## src/rtl/cp0_pkg.sv

```systemverilog
// Shared CP0 definitions for the MIPS datapath and control.
// Holds register indices, operation codes, STATUS/CAUSE field positions and reset constants.
package cp0_pkg;

    typedef enum logic [1:0] {
        OP_NONE = 2'd0,
        OP_MTC0 = 2'd1,
        OP_ERET = 2'd2,
        OP_RSVD = 2'd3
    } cp0_op_e;

    localparam logic [4:0]  CPR_COUNT   = 5'd9;
    localparam logic [4:0]  CPR_COMPARE = 5'd11;
    localparam logic [4:0]  CPR_STATUS  = 5'd12;
    localparam logic [4:0]  CPR_CAUSE   = 5'd13;
    localparam logic [4:0]  CPR_EPC     = 5'd14;
    localparam logic [4:0]  CPR_EHBR    = 5'd15;

    localparam int          ST_IE       = 0;
    localparam int          ST_EXL      = 1;
    localparam int          ST_IM_LO    = 8;
    localparam int          CA_IP_LO    = 8;

    localparam logic [31:0] HANDLER_RST = 32'h0000_0008;
    localparam logic [31:0] COMPARE_RST = 32'hFFFF_FFFF;

    // Bit 0 of IM/IP is the external line, bit 1 the timer.
    function automatic logic [31:0] pack_status(input logic [1:0] im, input logic exl, input logic ie);
        return {22'd0, im, 6'd0, exl, ie};
    endfunction

    function automatic logic [31:0] pack_cause(input logic [1:0] ip);
        return {22'd0, ip, 8'd0};
    endfunction

endpackage

```

## src/rtl/cp0_if.sv

```systemverilog
// ID-stage to CP0 bus: instruction operation, register access, interrupt line and PC redirect.
interface cp0_if;
    logic [1:0]  oper;
    logic        en;
    logic        ir_en;
    logic [4:0]  addr_cpr;
    logic [31:0] data_w_cpr;
    logic [31:0] data_r_cpr;
    logic [31:0] ret_addr;
    logic        ir_in;
    logic        jump_en;
    logic [31:0] jump_addr;

    modport master (
        output oper, en, ir_en, addr_cpr, data_w_cpr, ret_addr, ir_in,
        input  data_r_cpr, jump_en, jump_addr
    );

    modport slave (
        input  oper, en, ir_en, addr_cpr, data_w_cpr, ret_addr, ir_in,
        output data_r_cpr, jump_en, jump_addr
    );
endinterface

```

## src/rtl/cp0_timer.sv

```systemverilog
// COUNT/COMPARE timer of CP0 with the timer pending bit (CAUSE.IP[9]).
// A COMPARE write clears the pending bit and beats a same-cycle match; a match beats acceptance.
module cp0_timer
    import cp0_pkg::*;
(
    input  logic        i_clk,
    input  logic        i_rst,
    input  logic        i_wr_count,
    input  logic        i_wr_compare,
    input  logic [31:0] i_wdata,
    input  logic        i_ack,
    output logic [31:0] o_count,
    output logic [31:0] o_compare,
    output logic        o_ip
);

    logic [31:0] r_count;
    logic [31:0] r_compare;
    logic        r_ip;
    logic        w_match;

    assign w_match   = (r_count == r_compare);
    assign o_count   = r_count;
    assign o_compare = r_compare;
    assign o_ip      = r_ip;

    // Free-running counter, compare register and timer request latch.
    always_ff @(posedge i_clk) begin
        if (i_rst) begin
            r_count   <= 32'd0;
            r_compare <= COMPARE_RST;
            r_ip      <= 1'b0;
        end else begin
            if (i_wr_count) begin
                r_count <= i_wdata;
            end else begin
                r_count <= r_count + 32'd1;
            end

            if (i_wr_compare) begin
                r_compare <= i_wdata;
            end else begin
                r_compare <= r_compare;
            end

            if (i_wr_compare) begin
                r_ip <= 1'b0;
            end else if (w_match) begin
                r_ip <= 1'b1;
            end else if (i_ack) begin
                r_ip <= 1'b0;
            end else begin
                r_ip <= r_ip;
            end
        end
    end

endmodule

```

## src/rtl/cp0.sv

```systemverilog
// Coprocessor 0: exception state, interrupt latching and acceptance, MTC0/MFC0/ERET,
// and the forced-jump pair that redirects the fetch PC.
module cp0
    import cp0_pkg::*;
(
    input  logic  i_clk,
    input  logic  i_rst,
    cp0_if.slave  io_bus
);

    logic        r_ie;
    logic        r_exl;
    logic [1:0]  r_im;
    logic        r_ip_ext;
    logic [31:0] r_epc;
    logic [31:0] r_ehbr;
    logic        r_ir_prev;

    logic        w_mtc0;
    logic        w_eret;
    logic        w_wr_status;
    logic        w_wr_epc;
    logic        w_wr_ehbr;
    logic        w_wr_count;
    logic        w_wr_compare;
    logic        w_ip_tmr;
    logic [1:0]  w_ip;
    logic [1:0]  w_pend;
    logic        w_take;
    logic        w_take_ext;
    logic        w_take_tmr;
    logic        w_ir_rise;
    logic [31:0] w_count;
    logic [31:0] w_compare;
    logic [31:0] w_rdata;
    logic        w_jump_en;
    logic [31:0] w_jump_addr;

    assign w_mtc0       = io_bus.en & (io_bus.oper == OP_MTC0);
    assign w_eret       = io_bus.en & (io_bus.oper == OP_ERET);
    assign w_wr_status  = w_mtc0 & (io_bus.addr_cpr == CPR_STATUS);
    assign w_wr_epc     = w_mtc0 & (io_bus.addr_cpr == CPR_EPC);
    assign w_wr_ehbr    = w_mtc0 & (io_bus.addr_cpr == CPR_EHBR);
    assign w_wr_count   = w_mtc0 & (io_bus.addr_cpr == CPR_COUNT);
    assign w_wr_compare = w_mtc0 & (io_bus.addr_cpr == CPR_COMPARE);

    assign w_ip      = {w_ip_tmr, r_ip_ext};
    assign w_pend    = w_ip & r_im;
    assign w_ir_rise = io_bus.ir_in & ~r_ir_prev;

    // ERET masks entry; the external source wins when both are pending.
    assign w_take     = r_ie & ~r_exl & (|w_pend) & io_bus.ir_en & ~w_eret;
    assign w_take_ext = w_take & w_pend[0];
    assign w_take_tmr = w_take & ~w_pend[0];

    cp0_timer u_timer (
        .i_clk        (i_clk),
        .i_rst        (i_rst),
        .i_wr_count   (w_wr_count),
        .i_wr_compare (w_wr_compare),
        .i_wdata      (io_bus.data_w_cpr),
        .i_ack        (w_take_tmr),
        .o_count      (w_count),
        .o_compare    (w_compare),
        .o_ip         (w_ip_tmr)
    );

    // MFC0 read port.
    always_comb begin
        w_rdata = 32'd0;
        case (io_bus.addr_cpr)
            CPR_COUNT:   w_rdata = w_count;
            CPR_COMPARE: w_rdata = w_compare;
            CPR_STATUS:  w_rdata = pack_status(r_im, r_exl, r_ie);
            CPR_CAUSE:   w_rdata = pack_cause(w_ip);
            CPR_EPC:     w_rdata = r_epc;
            CPR_EHBR:    w_rdata = r_ehbr;
            default:     w_rdata = 32'd0;
        endcase
    end

    // PC redirect for ERET or interrupt entry.
    always_comb begin
        w_jump_en   = 1'b0;
        w_jump_addr = 32'd0;
        if (w_eret) begin
            w_jump_en   = 1'b1;
            w_jump_addr = r_epc;
        end else if (w_take) begin
            w_jump_en   = 1'b1;
            w_jump_addr = r_ehbr;
        end else begin
            w_jump_en   = 1'b0;
            w_jump_addr = 32'd0;
        end
    end

    assign io_bus.data_r_cpr = w_rdata;
    assign io_bus.jump_en    = w_jump_en;
    assign io_bus.jump_addr  = w_jump_addr;

    // STATUS: hardware updates on entry/return override a same-cycle MTC0 on EXL.
    always_ff @(posedge i_clk) begin
        if (i_rst) begin
            r_ie  <= 1'b0;
            r_exl <= 1'b0;
            r_im  <= 2'b00;
        end else begin
            if (w_take) begin
                r_exl <= 1'b1;
                r_ie  <= w_wr_status ? io_bus.data_w_cpr[ST_IE] : r_ie;
            end else if (w_eret) begin
                r_exl <= 1'b0;
                r_ie  <= 1'b1;
            end else if (w_wr_status) begin
                r_exl <= io_bus.data_w_cpr[ST_EXL];
                r_ie  <= io_bus.data_w_cpr[ST_IE];
            end else begin
                r_exl <= r_exl;
                r_ie  <= r_ie;
            end

            if (w_wr_status) begin
                r_im <= io_bus.data_w_cpr[ST_IM_LO +: 2];
            end else begin
                r_im <= r_im;
            end
        end
    end

    // EPC, handler base, external request latch and its edge-detector history.
    always_ff @(posedge i_clk) begin
        if (i_rst) begin
            r_epc     <= 32'd0;
            r_ehbr    <= HANDLER_RST;
            r_ip_ext  <= 1'b0;
            r_ir_prev <= 1'b0;
        end else begin
            if (w_take) begin
                r_epc <= io_bus.ret_addr;
            end else if (w_wr_epc) begin
                r_epc <= io_bus.data_w_cpr;
            end else begin
                r_epc <= r_epc;
            end

            if (w_wr_ehbr) begin
                r_ehbr <= io_bus.data_w_cpr;
            end else begin
                r_ehbr <= r_ehbr;
            end

            if (w_ir_rise) begin
                r_ip_ext <= 1'b1;
            end else if (w_take_ext) begin
                r_ip_ext <= 1'b0;
            end else begin
                r_ip_ext <= r_ip_ext;
            end

            r_ir_prev <= io_bus.ir_in;
        end
    end

endmodule
```

## src/flat_wrapper.sv

```systemverilog
// flat-port wrapper written by rule: the top's interface ports become plain ports
module cp0_flat import cp0_pkg::*;
  (i_clk, i_rst, io_bus_oper, io_bus_en, io_bus_ir_en, io_bus_addr_cpr, io_bus_data_w_cpr, io_bus_ret_addr, io_bus_ir_in, io_bus_data_r_cpr, io_bus_jump_en, io_bus_jump_addr);
  cp0_if io_bus_i ();
  input  logic i_clk;
  input  logic i_rst;
  input wire logic [$bits(io_bus_i.oper)-1:0] io_bus_oper;
  input wire logic [$bits(io_bus_i.en)-1:0] io_bus_en;
  input wire logic [$bits(io_bus_i.ir_en)-1:0] io_bus_ir_en;
  input wire logic [$bits(io_bus_i.addr_cpr)-1:0] io_bus_addr_cpr;
  input wire logic [$bits(io_bus_i.data_w_cpr)-1:0] io_bus_data_w_cpr;
  input wire logic [$bits(io_bus_i.ret_addr)-1:0] io_bus_ret_addr;
  input wire logic [$bits(io_bus_i.ir_in)-1:0] io_bus_ir_in;
  output wire logic [$bits(io_bus_i.data_r_cpr)-1:0] io_bus_data_r_cpr;
  output wire logic [$bits(io_bus_i.jump_en)-1:0] io_bus_jump_en;
  output wire logic [$bits(io_bus_i.jump_addr)-1:0] io_bus_jump_addr;
  assign io_bus_i.oper = io_bus_oper;
  assign io_bus_i.en = io_bus_en;
  assign io_bus_i.ir_en = io_bus_ir_en;
  assign io_bus_i.addr_cpr = io_bus_addr_cpr;
  assign io_bus_i.data_w_cpr = io_bus_data_w_cpr;
  assign io_bus_i.ret_addr = io_bus_ret_addr;
  assign io_bus_i.ir_in = io_bus_ir_in;
  assign io_bus_data_r_cpr = io_bus_i.data_r_cpr;
  assign io_bus_jump_en = io_bus_i.jump_en;
  assign io_bus_jump_addr = io_bus_i.jump_addr;
  cp0 u_core (.i_clk(i_clk), .i_rst(i_rst), .io_bus(io_bus_i));
endmodule
```

## config.mk

```make
export PLATFORM = sky130hd
export DESIGN_NAME = cp0_flat
export DESIGN_NICKNAME = d
export VERILOG_FILES = /design/src/rtl/cp0_pkg.sv /design/src/rtl/cp0_if.sv /design/src/rtl/cp0_timer.sv /design/src/rtl/cp0.sv /design/src/flat_wrapper.sv
export SDC_FILE = /design/constraint.sdc
export NUM_CORES = 1
export LEC_CHECK = 0
export BUFFER_PORTS_ARGS = -buffer_cell sky130_fd_sc_hd__buf_4
export CAP_MARGIN = 20
export CELL_PAD_IN_SITES_DETAIL_PLACEMENT = 1
export CELL_PAD_IN_SITES_GLOBAL_PLACEMENT = 2
export CORE_UTILIZATION = 32
export DETAILED_ROUTE_END_ITERATION = 8
export PLACE_DENSITY = 0.8
export SYNTH_ARGS = -nofsm -noshare
export SYNTH_HDL_FRONTEND = slang
export SYNTH_SLANG_ARGS = --single-unit
```

## constraint.sdc

```tcl
create_clock -name i_clk -period 2.4 [get_ports i_clk]
set_clock_uncertainty 0.15 [all_clocks]
set_input_delay 0.12 -clock i_clk [delete_from_list [all_inputs] [get_ports i_clk]]
set_output_delay 0.12 -clock i_clk [all_outputs]
set_load 0.02 [all_outputs]
```

==> key figures, run 1 <==
Timing
  • Worst hold margin: 49.3 ps
  • Fin. max-slew vios: 0
  • Fin. Hold Viols: 0
  • Period utilization: 93.3%
  • Final setup TNS: 0 ps
  • Fmax: 0.447 GHz
  • Final setup vio count: 0
  • Unrepaired setup endpoints after global routing: false
  • Final min period: 2240 ps
  • Worst Tran Pin Value: 646 ps
  • Final worst slack: 161 ps
  • Slew HR: 56.7%

Min path
  • Hold Path Class: in2reg

GRT
  • First-pass GRT wire length: 40.6 mm
  • Total track usage: 23.3%
  • Initial antenna violation count: 0
  • Vias in the first global route: 7,394
  • Largest net degree at the start of global routing: 55
  • Total gr overflow: 0

Run status
  • Status: complete, no violations

Route
  • Post-DRT Antenna Nets: 0
  • DR WL/cell: 18.9 um
  • Drt first pass iters: 5
  • Final wirelength: 26.0 mm
  • DRC: 0
  • Iteration-0 DRC count of the detailed router: 365
  • Vias: 7,336
  • Vias per cell: 5.33

Place
  • Pre-CTS WS: 201 ps
  • Dpl hpwl: 18.1 mm
  • RD Place Congestion: 0.825
  • Number of port buffers: 140

Clock tree
  • Clock tree sinks: 135
  • Hold Buf Count CTS: 67
  • Longest Clk Path Bufs: 2
  • CTS tree: built
  • TritonCTS Buffers: 17
  • Clock root buffer: clkbuf_16
  • H-tree levels: 4
  • Setup Fix Bufs, Post-CTS: 0
  • Clk Latency, worst-skew pair: 430 ps
  • Clk slew on worst S/H paths: 60 ps
  • Post-CTS sizing: 0

Synth
  • Most frequent cells after synthesis: 210 x nand2_1, 135 x dfxtp_1, 74 x nor2_1
  • Mapped cell area: 0.00709 mm2
  • Yosys synthesis warning count: 0
  • Top-area cell type share of the netlist area: 38.1%
  • Ys flop type: dfxtp_1
  • Cell variety after synth: 42
  • Synth area leaders: dfxtp_1 38%, nand2_1 11%, a22oi_1 6.2%
  • Post-synthesis register bit count: 135
  • Mapped Nets: 980
  • Post-Syn Instances: 903
  • Async S/R FF share, synth: 0%
  • Number of flops mapped to enable cells by yosys: 0
  • Count leader, synth: nand2_1
  • Seq/Total Area, Yosys: 38.1%
  • Largest area contributor in the netlist: dfxtp_1
  • Synth Area per Inst: 7.85 um2

Worst setup path
  • CP required: 2580 ps
  • Crit Path Max Fanout: 7
  • Critical path type: reg2reg
  • Arr. time, crit path: 2420 ps
  • Slowest cell on the critical path: and3_1
  • CP Launch Type: flip-flop
  • CP peak stage delay: 480 ps
  • Cell mode on critical path: and3_1
  • Crit end category: flip-flop
  • CP Cell Sequence: and3_1, and3_1, nand4_4, or3_1, a311oi_1

Floorplan
  • Ports: 141
  • Die area: 0.0228 mm2
  • Cell row count: 54
  • Die Width: 151 um
  • Die H: 151 um
  • Initial core utilization: 32.6%
  • Core area: 0.0218 mm2

Pwr
  • Lkg Pwr: 3.90 nW
  • Power Total: 5.50 mW
  • Power per cell area: 561 mW/mm2
  • Peak supply drop: 0.350 mV

Cells and area
  • Inserted Diodes: 0
  • Final design utilization: 45.1%
  • Layout Nets: 1,161
  • Layout cells sized above 1: 20.0%
  • Fillers: 2,578
  • Area growth from synthesis to layout: 38.4%

Flow run
  • Max-cap violations: 0
## where the power goes
group | leakage [nW] | switching, mW | total (mW) | internal (mW)
clock | 0.295 | 1.05 | 2.81 | 1.76
combinational | 2.52 | 0.205 | 0.427 | 0.222
sequential | 1.09 | 0.0161 | 2.27 | 2.26
## sequential cells by signal (all words and copies together) (netlist names), 2 cells and up
signal and cells:
u_core.r_im 2, u_core.r_ehbr 32, u_core.u_timer.o_compare 32, u_core.u_timer.o_count 32, u_core.r_epc 32
## through the flow
step / cell area, um2 / cells
global route: 9810 / 1377
detailed placement: 8520 / 1278
CTS: 9810 / 1377
global placement: 8520 / 1278
finish: 9810 / 1377
floorplan: 7090 / 903
## cell type report
type	instances	area (um2)	share of cell area, %
clock buffer	19	443	4.52
clock inverter	13	179	1.82
inverter	1	3.75	0.0383
multi-input combinational	684	4070	41.5
sequential	135	2700	27.6
tap	280	350	3.57
timing repair buffer	245	2060	21.0
## layer usage
metal	wire length (um)	global-route usage, %
met4	223	5.10
met1	12700	31.8
met5	0	0
met2	12200	38.5
met3	925	3.77
## worst paths after layout
check | start | end | slack (ps) | depth (start not counted)
setup / recovery | u_core.u_timer.o_count[5] | u_core.u_timer.o_count[27] | 160 | 5
hold / removal | i_rst | u_core.u_timer.o_count[1] | 50 | 2
setup reg to reg | u_core.u_timer.o_count[5] | u_core.u_timer.o_count[27] | 160 | 5
hold reg to reg | u_core.r_ehbr[31] | u_core.r_ehbr[31] | 320 | 2
## logic make-up after synthesis
group                      share of synthesized area [%]
AOI/OAI and AO/OA                                   21.1
and+or+nand+nor                                     27.5
DFF                                                 38.1
muxes                                              0.988
xor gates and xnor gates                            7.29
adders and majority gates                          0.176
buffers and inverters                               4.84
## critical path, delay by kind of cell, from the launching register on
| kind | cells | cell delay [ps] |
|---|---|---|
| flip-flops | 1 | 440 |
| AO/OA/AOI/OAI | 1 | 270 |
| AND/OR/NAND/NOR | 4 | 1290 |
## cell usage in the layout, fill, tap and decap left out, drive strengths merged, types with 2 or more instances in the layout
| cell type | n |
|---|---|
| a211oi | 30 |
| or3 | 2 |
| nor3b | 2 |
| a22o | 32 |
| clkinv | 5 |
| and4 | 2 |
| dlygate4sd3 | 67 |
| nand3 | 40 |
| o21ai | 2 |
| clkbuf | 19 |
| a311oi | 35 |
| nor2b | 2 |
| nor2 | 75 |
| and3b | 3 |
| nor3 | 3 |
| a21oi | 35 |
| and2 | 6 |
| nand2 | 210 |
| xnor2 | 37 |
| mux2i | 7 |
| nand4 | 23 |
| a222oi | 4 |
| and3 | 10 |
| a22oi | 59 |
| bufinv | 4 |
| nand3b | 35 |
| xor2 | 22 |
| dfxtp | 135 |
| buf | 178 |
| nor4 | 2 |
| clkinvlp | 4 |
No activity file was read; power rests on OpenSTA's default activity.
==> inputs of run 2 (changes only) <==
--- a/config.mk
+++ b/config.mk
@@ -12,6 +12,7 @@
 export CORE_UTILIZATION = 32
 export DETAILED_ROUTE_END_ITERATION = 8
 export PLACE_DENSITY = 0.8
+export REMOVE_ABC_BUFFERS = 1
 export SYNTH_ARGS = -nofsm -noshare
 export SYNTH_HDL_FRONTEND = slang
 export SYNTH_SLANG_ARGS = --single-unit
==> run 2 against run 1 <==
  * Routed wire length shrank 3.7%
  * Final area is essentially flat
  * Die area is the same
  * First-iteration DRC count grew 23%
  * Worst setup slack gained 32 ps
  * Global-route usage shrank 0.57 points
  * Register-to-register slack gained 30 ps
  * Largest power group unchanged
==> key figures, run 2 (synthesis gave the netlist of run 1 again) <==
Run status
  • Status: complete, no violations

Route
  • Final wirelength: 25.1 mm
  • DR WL/cell: 18.2 um
  • Iteration-0 DRC count of the detailed router: 448
  • Drt first pass iters: 7
  • DRC: 0
  • Post-DRT Antenna Nets: 0
  • Vias: 7,364
  • Vias per cell: 5.36

Worst setup path
  • Reg2reg setup slack: 190 ps
  • Crit Path Max Fanout: 9
  • Crit end category: flip-flop
  • CP Launch Type: flip-flop
  • Critical path type: reg2reg
  • CP required: 2590 ps
  • Arr. time, crit path: 2390 ps

Timing
  • Unrepaired setup endpoints after global routing: false
  • Worst hold margin: 31.9 ps
  • Slew HR: 58.8%
  • Final setup TNS: 0 ps
  • Worst Tran Pin Value: 617 ps
  • Fin. Hold Viols: 0
  • Final setup vio count: 0
  • Fmax: 0.453 GHz
  • Fin. max-slew vios: 0
  • Period utilization: 91.9%
  • Final min period: 2210 ps
  • Final worst slack: 194 ps

Floorplan
  • Ports: 141
  • Die H: 151 um
  • Core area: 0.0218 mm2
  • Die Width: 151 um
  • Cell row count: 54
  • Die area: 0.0228 mm2
  • Initial core utilization: 32.6%

GRT
  • Met1 Resource Use GR: 31.6%
  • M2 GR Usage: 36.9%
  • Initial antenna violation count: 0
  • Total gr overflow: 0
  • Vias in the first global route: 7,392
  • Total track usage: 22.8%
  • Largest net degree at the start of global routing: 55
  • GRT met3 Usage: 2.98%
  • First-pass GRT wire length: 39.9 mm
  • GRT Max-Usage Layer: met2

Pwr
  • Flop pwr share: 41.8%
  • Power Total: 5.43 mW
  • Power per cell area: 554 mW/mm2
  • Net switching power: 1.29 mW
  • Combinational Power Share: 7.7%
  • Peak supply drop: 0.438 mV
  • Pint: 4.14 mW
  • Clock Power Share: 50.5%
  • Sw Ratio: 23.7%
  • Lkg Pwr: 3.90 nW

Min path
  • Hold Path Class: in2reg

Cells and area
  • Fillers: 2,569
  • Commonest non-fill, non-tap cell in the layout: nand2_1
  • Layout Nets: 1,158
  • Post-route insts no fill: 1,374
  • Area growth from synthesis to layout: 38.4%
  • Layout cells sized above 1: 19.8%
  • Final design utilization: 45.1%
  • Commonest non-fill, non-tap cells in the layout: 209 x nand2_1, 168 x buf_4, 135 x dfxtp_1, 74 x nor2_1, 67 x dlygate4sd3_1
  • Inserted Diodes: 0
  • Final Instance Area: 0.00981 mm2

Clock tree
  • Setup Fix Bufs, Post-CTS: 0
  • TritonCTS Buffers: 17
  • Post-CTS sizing: 0
  • Longest Clk Path Bufs: 2
  • Hold Buf Count CTS: 67
  • Clk slew on worst S/H paths: 60 ps
  • Clock tree sinks: 135
  • Clk Latency, worst-skew pair: 430 ps
  • H-tree levels: 4
  • CTS tree: built
  • Clock root buffer: clkbuf_16

Place
  • Number of port buffers: 140
  • RD Place Congestion: 0.809
  • Dpl hpwl: 17.6 mm
  • Placed Cells: 1,275
  • Dpl cell area: 0.00853 mm2
  • Pre-CTS WS: 198 ps

Flow run
  • Max-cap violations: 0
run 2: cell types whose count changed in the layout (fill, tap and decap cells not counted):
cell	before	now
buf_4	174	168
clkbuf_1	1	0
clkinv_4	1	2
inv_6	0	3
clkinv_2	4	2
buf_12	4	7
bufinv_16	4	3
run 2: path summary, 6_finish.rpt:
kind,startpoint,endpoint,cells after the start
worst max-delay path,u_core.u_timer.o_count[0],u_core.u_timer.o_count[22],6
worst min-delay path,i_rst,u_core.r_im[1],2
worst max register to register,u_core.u_timer.o_count[0],u_core.u_timer.o_count[22],6
worst min register to register,u_core.r_ehbr[12],u_core.r_ehbr[12],2
run 2: per-layer routing:
| layer | part of all wire, % | wire length (um) | up-vias |
|---|---|---|---|
| li1 | - | - | 3585 |
| met3 | 3.8 | 958 | 20 |
| met1 | 50 | 12400 | 3590 |
| met2 | 46 | 11400 | 169 |
| met4 | 1.1 | 279 | 0 |
| met5 | 0 | 0 | - |
run 2: area by class of cell:
| type | instances | area [um2] | share of cell area [%] |
|---|---|---|---|
| multi-input combinational | 684 | 4070 | 41.5 |
| sequential | 135 | 2700 | 27.5 |
| timing repair buffer | 242 | 2070 | 21.1 |
| clock buffer | 18 | 439 | 4.47 |
| tap | 280 | 350 | 3.57 |
| clock inverter | 14 | 174 | 1.77 |
| inverter | 1 | 3.75 | 0.0382 |
run 2: power groups by stage:
stage | clock [mW] | combinational [mW] | sequential [mW]
6_report | 2.74 | 0.419 | 2.27
5_1_grt | 2.89 | 0.452 | 2.27
4_1_cts | 2.81 | 0.420 | 2.27
2_1_floorplan | 0 | 0.0927 | 2.32
3_3_place_gp | 0 | 0.332 | 2.32
3_5_place_dp | 0 | 0.332 | 2.32
run 2: critical path, stage by stage (launching register included):
cell and delay (ps):
dfxtp_1 440, ha_1 240, and4_1 290, and4bb_2 420
nand4_1 150, xor2_1 170, a211oi_1 250
